**config.mk**
```make
export PLATFORM = sky130hd
export DESIGN_NAME = wb_stage_sel_flat
export DESIGN_NICKNAME = d
export VERILOG_FILES = /design/src/rtl/wb_stage_sel_if.sv /design/src/rtl/wb_stage_sel.sv /design/src/flat_wrapper.sv
export SDC_FILE = /design/constraint.sdc
export NUM_CORES = 1
export LEC_CHECK = 0
export ABC_AREA = 1
export BUFFER_PORTS_ARGS = -buffer_cell sky130_fd_sc_hd__buf_2
export CAP_MARGIN = 20
export CORE_AREA = 8 8 131 133
export DETAILED_ROUTE_END_ITERATION = 8
export DIE_AREA = 0 0 139 141
export GPL_TIMING_DRIVEN = 0
export PLACE_DENSITY = 0.64
export SYNTH_ARGS = -nofsm -noshare
export SYNTH_HDL_FRONTEND = slang
export SYNTH_SLANG_ARGS = --single-unit
export TNS_END_PERCENT = 20
```
**constraint.sdc**
```tcl
create_clock -name clk -period 1.8 [get_ports clk]
set_clock_uncertainty 0.15 [all_clocks]
set_input_delay 0.27 -clock clk [delete_from_list [all_inputs] [get_ports clk]]
set_output_delay 0.27 -clock clk [all_outputs]
set_load 0.02 [all_outputs]
```
**src/rtl/wb_stage_sel_if.sv**
```systemverilog
// MEM->WB stage bus plus decode-stage forwarding taps, grouped for wb_stage_sel.
// Latency: n/a (signal bundle only).
// Backpressure: en/flush carry stall and bubble requests into the stage.
interface wb_stage_sel_if #(
   parameter int DATA_W = 32,
   parameter int NSRC   = 3,
   parameter int SEL_W  = 2,
   parameter int REG_AW = 5
);
   // pipeline control
   logic                   en;
   logic                   flush;
   // MEM-stage candidates
   logic                   m_valid;
   logic                   m_regwrite;
   logic [REG_AW-1:0]      m_rt;
   logic [REG_AW-1:0]      m_rd;
   logic [1:0]             m_a3sel;
   logic [SEL_W-1:0]       m_wdsel;
   logic [NSRC*DATA_W-1:0] m_src;
   logic [DATA_W-1:0]      m_pc;
   // decode-stage read taps
   logic [REG_AW-1:0]      d_rs;
   logic [REG_AW-1:0]      d_rt;
   logic [DATA_W-1:0]      d_rs_grf;
   logic [DATA_W-1:0]      d_rt_grf;
   // W-stage state toward the GRF
   logic                   w_valid;
   logic                   w_we;
   logic [REG_AW-1:0]      w_a3;
   logic [DATA_W-1:0]      w_wd;
   logic [DATA_W-1:0]      w_pc;
   // forwarded operands
   logic [DATA_W-1:0]      d_rs_fwd;
   logic [DATA_W-1:0]      d_rt_fwd;

   // pipeline side: drives MEM candidates and decode reads, sees W state
   modport master (
      output en, flush, m_valid, m_regwrite, m_rt, m_rd, m_a3sel, m_wdsel, m_src, m_pc,
      output d_rs, d_rt, d_rs_grf, d_rt_grf,
      input  w_valid, w_we, w_a3, w_wd, w_pc, d_rs_fwd, d_rt_fwd
   );

   // write-back stage side
   modport slave (
      input  en, flush, m_valid, m_regwrite, m_rt, m_rd, m_a3sel, m_wdsel, m_src, m_pc,
      input  d_rs, d_rt, d_rs_grf, d_rt_grf,
      output w_valid, w_we, w_a3, w_wd, w_pc, d_rs_fwd, d_rt_fwd
   );
endinterface

```
**src/rtl/wb_stage_sel.sv**
```systemverilog
// MEM/WB register with A3/WD selection, gated GRF write enable and W->D forwarding.
// Latency: 1 cycle MEM->W; forwarding is combinational off the W registers.
// Backpressure: en=0 holds every register; flush loads a bubble and beats en.
// Optional: RETIRE_CNT_EN adds the 32-bit retire_cnt port and counter.
module wb_stage_sel #(
   parameter int DATA_W   = 32,
   parameter int NSRC     = 3,
   parameter int SEL_W    = 2,
   parameter int REG_AW   = 5,
   parameter int LINK_REG = 31
) (
   input  logic             clk,
   input  logic             reset_n,
   wb_stage_sel_if.slave    bus
`ifdef RETIRE_CNT_EN
   ,
   output logic [31:0]      retire_cnt
`endif
);

   logic              valid_q, valid_d;
   logic              we_q,    we_d;
   logic [REG_AW-1:0] a3_q,    a3_d;
   logic [DATA_W-1:0] wd_q,    wd_d;
   logic [DATA_W-1:0] pc_q,    pc_d;

   logic [REG_AW-1:0] a3_res;
   logic [DATA_W-1:0] wd_res;
   logic              capture;

   // capture happens only on an advancing, non-flushed edge
   assign capture = bus.en & ~bus.flush;

   // resolve destination register and write data from the MEM candidates
   always_comb begin
      a3_res = '0;
      wd_res = '0;
      unique case (bus.m_a3sel)
         2'd0:    a3_res = bus.m_rt;
         2'd1:    a3_res = bus.m_rd;
         2'd2:    a3_res = REG_AW'(LINK_REG);
         default: a3_res = '0;
      endcase
      // indices past the last real source fall through to the zero default
      for (int k = 0; k < NSRC; k++) begin
         if (bus.m_wdsel == SEL_W'(k)) begin
            wd_res = bus.m_src[k*DATA_W +: DATA_W];
         end
      end
   end

   // next-state: flush loads a bubble, capture loads MEM, otherwise hold
   always_comb begin
      valid_d = valid_q;
      we_d    = we_q;
      a3_d    = a3_q;
      wd_d    = wd_q;
      pc_d    = pc_q;
      if (bus.flush) begin
         valid_d = 1'b0;
         we_d    = 1'b0;
         a3_d    = '0;
         wd_d    = '0;
         pc_d    = '0;
      end else if (bus.en) begin
         valid_d = bus.m_valid;
         we_d    = bus.m_regwrite & bus.m_valid & (a3_res != '0);
         a3_d    = a3_res;
         wd_d    = wd_res;
         pc_d    = bus.m_pc;
      end
   end

   // W-stage registers
   always_ff @(posedge clk or negedge reset_n) begin
      if (!reset_n) begin
         valid_q <= 1'b0;
         we_q    <= 1'b0;
         a3_q    <= '0;
         wd_q    <= '0;
         pc_q    <= '0;
      end else begin
         valid_q <= valid_d;
         we_q    <= we_d;
         a3_q    <= a3_d;
         wd_q    <= wd_d;
         pc_q    <= pc_d;
      end
   end

   assign bus.w_valid = valid_q;
   assign bus.w_we    = we_q;
   assign bus.w_a3    = a3_q;
   assign bus.w_wd    = wd_q;
   assign bus.w_pc    = pc_q;

   // W->D bypass; we_q is already zero for $0, the explicit check keeps $0 safe regardless
   assign bus.d_rs_fwd = (we_q && (bus.d_rs != '0) && (bus.d_rs == a3_q)) ? wd_q : bus.d_rs_grf;
   assign bus.d_rt_fwd = (we_q && (bus.d_rt != '0) && (bus.d_rt == a3_q)) ? wd_q : bus.d_rt_grf;

`ifdef RETIRE_CNT_EN
   logic [31:0] cnt_q, cnt_d;

   // count valid instructions entering W; wraps naturally at 2^32
   always_comb begin
      cnt_d = cnt_q;
      if (capture && bus.m_valid) begin
         cnt_d = cnt_q + 32'd1;
      end
   end

   // retired-instruction counter register
   always_ff @(posedge clk or negedge reset_n) begin
      if (!reset_n) begin
         cnt_q <= '0;
      end else begin
         cnt_q <= cnt_d;
      end
   end

   assign retire_cnt = cnt_q;
`else
   logic unused_capture;
   assign unused_capture = capture;
`endif

endmodule

```
**src/flat_wrapper.sv**
```systemverilog
// flat-port wrapper written by rule: the top's interface ports become plain ports
module wb_stage_sel_flat 
#(
   parameter int DATA_W   = 32,
   parameter int NSRC     = 3,
   parameter int SEL_W    = 2,
   parameter int REG_AW   = 5,
   parameter int LINK_REG = 31
)
  (clk, reset_n, bus_en, bus_flush, bus_m_valid, bus_m_regwrite, bus_m_rt, bus_m_rd, bus_m_a3sel, bus_m_wdsel, bus_m_src, bus_m_pc, bus_d_rs, bus_d_rt, bus_d_rs_grf, bus_d_rt_grf, bus_w_valid, bus_w_we, bus_w_a3, bus_w_wd, bus_w_pc, bus_d_rs_fwd, bus_d_rt_fwd);
  wb_stage_sel_if #(.DATA_W(DATA_W), .NSRC(NSRC), .SEL_W(SEL_W), .REG_AW(REG_AW)) bus_i ();
  input  logic clk;
  input  logic reset_n;
  input wire logic [$bits(bus_i.en)-1:0] bus_en;
  input wire logic [$bits(bus_i.flush)-1:0] bus_flush;
  input wire logic [$bits(bus_i.m_valid)-1:0] bus_m_valid;
  input wire logic [$bits(bus_i.m_regwrite)-1:0] bus_m_regwrite;
  input wire logic [$bits(bus_i.m_rt)-1:0] bus_m_rt;
  input wire logic [$bits(bus_i.m_rd)-1:0] bus_m_rd;
  input wire logic [$bits(bus_i.m_a3sel)-1:0] bus_m_a3sel;
  input wire logic [$bits(bus_i.m_wdsel)-1:0] bus_m_wdsel;
  input wire logic [$bits(bus_i.m_src)-1:0] bus_m_src;
  input wire logic [$bits(bus_i.m_pc)-1:0] bus_m_pc;
  input wire logic [$bits(bus_i.d_rs)-1:0] bus_d_rs;
  input wire logic [$bits(bus_i.d_rt)-1:0] bus_d_rt;
  input wire logic [$bits(bus_i.d_rs_grf)-1:0] bus_d_rs_grf;
  input wire logic [$bits(bus_i.d_rt_grf)-1:0] bus_d_rt_grf;
  output wire logic [$bits(bus_i.w_valid)-1:0] bus_w_valid;
  output wire logic [$bits(bus_i.w_we)-1:0] bus_w_we;
  output wire logic [$bits(bus_i.w_a3)-1:0] bus_w_a3;
  output wire logic [$bits(bus_i.w_wd)-1:0] bus_w_wd;
  output wire logic [$bits(bus_i.w_pc)-1:0] bus_w_pc;
  output wire logic [$bits(bus_i.d_rs_fwd)-1:0] bus_d_rs_fwd;
  output wire logic [$bits(bus_i.d_rt_fwd)-1:0] bus_d_rt_fwd;
  assign bus_i.en = bus_en;
  assign bus_i.flush = bus_flush;
  assign bus_i.m_valid = bus_m_valid;
  assign bus_i.m_regwrite = bus_m_regwrite;
  assign bus_i.m_rt = bus_m_rt;
  assign bus_i.m_rd = bus_m_rd;
  assign bus_i.m_a3sel = bus_m_a3sel;
  assign bus_i.m_wdsel = bus_m_wdsel;
  assign bus_i.m_src = bus_m_src;
  assign bus_i.m_pc = bus_m_pc;
  assign bus_i.d_rs = bus_d_rs;
  assign bus_i.d_rt = bus_d_rt;
  assign bus_i.d_rs_grf = bus_d_rs_grf;
  assign bus_i.d_rt_grf = bus_d_rt_grf;
  assign bus_w_valid = bus_i.w_valid;
  assign bus_w_we = bus_i.w_we;
  assign bus_w_a3 = bus_i.w_a3;
  assign bus_w_wd = bus_i.w_wd;
  assign bus_w_pc = bus_i.w_pc;
  assign bus_d_rs_fwd = bus_i.d_rs_fwd;
  assign bus_d_rt_fwd = bus_i.d_rt_fwd;
  wb_stage_sel #(.DATA_W(DATA_W), .NSRC(NSRC), .SEL_W(SEL_W), .REG_AW(REG_AW), .LINK_REG(LINK_REG)) u_core (.clk(clk), .reset_n(reset_n), .bus(bus_i));
endmodule
```
# Yosys cells after proc, flatten, opt, wreduce, memory -nomap -nowiden
# Cells that the tools add are included.
# op_classes
addsub,0
n_mul,0
div_mod_pow,0
magnitude_cmp,0
n_eq_ne,6
shifts,0
muxes,16
bitwise_logic,2
n_reduce_logical,10
# ops
op,n
32-bit two-way mux,9
5-bit one-hot mux with 3 select lines,1
5-bit nonzero test,3
5-bit == test,2
5-bit two-way mux,2
2-bit by 1-bit == test with 1-bit output (second input constant),2
2-bit == test (second input constant),2
1-bit logical AND,4
2-bit logical NOT,2
1-bit two-way mux,4
1-bit bitwise AND,2
2-bit nonzero test,1
# totals
regBits,71
latchBits,0
ramBits,0
mem_bits_ro,0
inputBits,222
out_inout_bits,135
mem_count,0

# Depth between registers and ports, before layout
# depth
depth_word,6
mapped_depth,9

# Worst setup path before layout
# Ideal clock, no wire load.
# synth_timing
kind,reg-to-output
startpoint,"reg u_core.a3_q[3], in the netlist u_core.bus.w_a3[3]"
endpoint,out bus_d_rt_fwd[12]
arrival_ns,1.387
t_required_ns,1.380
setup_slack_ns,-0.007
path_stages_with_launch,10
path_buffers,1
cell_sequence,dfrtp_1 -> inv_2 -> nand2_2 -> nand2_2 -> nor2_4 -> inv_2 -> nor2_8 -> buf_6 -> nand3_1 -> nand2_1
# synth_between
elab_chain_cells,3
# synth_lines
element,line_no,source
"start, declared",wb_stage_sel.sv:23,"logic [REG_AW-1:0] a3_q, a3_d;"
"start signal, assigned",wb_stage_sel.sv:79,a3_q <= '0;
"start signal, assigned",wb_stage_sel.sv:85,a3_q <= a3_d;
5-bit == test,wb_stage_sel.sv:99,assign bus.d_rt_fwd = (we_q && (bus.d_rt != '0) && (bus.d_rt == a3_q)) ? wd_q : bus.d_rt_grf;
1-bit logical AND,wb_stage_sel.sv:99,
32-bit two-way mux,wb_stage_sel.sv:99,
"end, declared",flat_wrapper.sv:34,output wire logic [$bits(bus_i.d_rt_fwd)-1:0] bus_d_rt_fwd;
# Every way passes these cells.

# Worst setup path in the final report
# layout_timing
startpoint,"reg u_core.a3_q[1], in the netlist u_core.bus.w_a3[1]"
endpoint,out bus_d_rt_fwd[10]
# Same word-level chain as after synthesis.

==> flow_summary.toml <==
[timing]
max_freq_mhz = 438.8
layout_setup_ws_ns = -0.4787
rsz0062_at_grt = "true"
fin_crit_ns = 2.279
drv_slew = 0
whs_ns = 0.01554
hold_viol = 0
setup_violations = 64
maxSlewHeadroom = 0.5902
period_share = 1.266
worst_slew_pin_slew_ns = 0.6147

[setup_path]
crit_arrival_ns = 1.86
crit_path_start_kind = "register"
cp.required_ns = 1.38
crit_type = "reg -> out"
end_kind = "output port"
crit_fanout = 8

[placement]
place.gp.congestion = 0.8570
place_hpwl_um = 18590
place_area_um2 = 6653
numPortBuffers = 354
dp_slack_ns = -0.4224

[min_path]
hp-class = "in -> reg"

[floorplan]
fp.dieH_um = 141
die_area_um2 = 19600
fp.coreArea_um2 = 14980
start_util = 0.3080
rows = 45
die_x_um = 139
ios = 357

[layout]
regArea_um2 = 1779
fin_area_um2 = 8135
drive_above_1_share = 0.4834
areaGrowthSynthToFinish_pct = 76.35
nFillCells = 1406
multiInputGateArea_um2 = 2623
nNetsFinal = 1272

[cts]
cts_buffers = 9
cts_tree = "built"
path_clk_slew_ns = 0.06
cts_buffer_depth = 2
cts_root_buf = "clkbuf_16"
htreeDepth = 3
clock-sinks = 71
clock_latency_ns = 0.33

[synthesis]
synthCells = 636
yosys.area.top_type = "dfrtp_1"
ys_ff_latch = 71
ys_types = 24
synth_nets = 858
synth_warnings = 0
syn_area_per_cell_um2 = 7.253
synth-seq-area-share = 0.3851
synth.top_cell.area_share = 0.3851
synth_area_um2 = 4613
synth_area_leaders = "dfrtp_1 (39%), nand2_1 (19%), nand3_1 (13%)"

[pwr]
power_leakage_nw = 4.588
vdd_drop_max_v = 0.0004028
p_per_area_nw_per_um2 = 633.6

[status]
status = "finished with violations"
violations = "setup timing"

[global_routing]
antenna_found_initial = 2
grt_pass1_wl_um = 36450
grt_max_degree = 69
grt_overflow = 0
first_global_vias = 6297
grt_usage = 0.2375

[routing]
postRouteAntennaNets = 0
via_per_inst = 5.000
vias = 6220
wl_um = 24790
avgRoutedWirePerCell_um = 19.93
drt_pass1_iterations = 7
route.detailed.drc = 0
drt_iter0_markers = 350

[run]
maxCapViolations = 0
final cells by class:
cell class,instances,share of cell area
Antenna cell,1,0.0003076
Buffer,51,0.04291
Clock buffer,12,0.03153
Clock inverter,4,0.006613
Inverter,31,0.01461
Multi-Input combinational cell,482,0.3224
Sequential cell,71,0.2187
Tap cell,188,0.02891
Timing Repair Buffer,404,0.3341
cells in the mapped netlist (all sizes together):
library cell	number
a21boi	1
nand4	33
a22o	52
nand2	233
nand3	120
clkbuf	10
o22ai	5
dfrtp	71
or2	1
nor2	12
inv	31
o21ai	13
a21oi	12
buf	42
final timing paths:
| kind | from | to | slack [ns] | depth (start not counted) |
|---|---|---|---|---|
| max | u_core.bus.w_a3[1] | bus_d_rt_fwd[10] | -0.48 | 9 |
| min | bus_m_pc[3] | u_core.bus.w_pc[3] | 0.02 | 2 |
| max reg2reg | u_core.bus.w_a3[1] | u_core.bus.w_a3[1] | 0.67 | 4 |
| min reg2reg | u_core.bus.w_valid | u_core.bus.w_valid | 0.33 | 2 |
| max in group asynchronous | reset_n | u_core.bus.w_a3[3] | 0.82 | 3 |
| min in group asynchronous | reset_n | u_core.bus.w_pc[10] | 0.15 | 2 |
stage by stage:
step                      instances  TNS (ns)  total power [mW]  utilization
after floorplan                 636         0             2.432            -
final                          1244    -26.42             5.154       0.5432
after global routing           1244    -33.21             5.420       0.5432
after global placement         1178    -27.78             3.047       0.4422
after CTS                      1231    -27.96             5.097       0.5073
after detailed placement       1179    -17.82             3.066       0.4442
cells in the final DEF, fill, tap and decap left out, types with 22 or more instances in the layout:
master	instances
buf_6	73
nand3_1	107
nand2_2	46
nand2_1	185
inv_1	22
dlygate4sd3_1	27
nand4_1	32
a22o_1	52
buf_2	313
dfrtp_1	69
per-layer routing:
metal	share of wire	track usage	vias to the layer above
met5	0.00052	0	-
met4	0.016	0.05950	2
met3	0.079	0.07461	32
met2	0.50	0.4151	290
met1	0.40	0.2776	2888
li1	-	-	3008
timing repair:
item,in CTS,in global routing
resized for setup,94,127
hold buffers,25,2
endpoints found under the hold margin,95,2
pin swaps,27,43
buffers inserted,8,6
setup endpoints to repair,64,64
cloned,3,5
critical path: stages (launching register included):
cell     delay [ns]
dfrtp_1        0.43
inv_2          0.11
nand2_2        0.06
nand2_2        0.08
nand3_4        0.10
nor2_8         0.27
buf_6          0.18
nand3_2        0.06
nand2_2        0.10
buf_6          0.12
power breakdown:
group / internal (mW) / switching [mW] / leakage (nW)
logic: 0.670 / 0.845 / 3.49
registers: 1.69 / 0.103 / 0.949
clock network: 1.15 / 0.698 / 0.145
total: 3.51 / 1.65 / 4.59
cell families (layout without fill, tap and decap cells):
logic type             after synthesis  count (layout)  share of synthesized area
other                                0               1                          0
DFF                                 71              71                     0.3851
buffers and inverters               83             502                    0.09059
AOI/OAI and AO/OA                   83              83                     0.1351
and+or+nand+nor                    399             399                     0.3892
state kept, by name, indices dropped and copies added, names as in the netlist:
signal	flops
u_core.bus.w_a3	5
u_core.bus.w_pc	32
u_core.bus.w_valid	1
u_core.bus.w_wd	32
u_core.bus.w_we	1
Note: power is estimated with default switching activity, not from simulation.
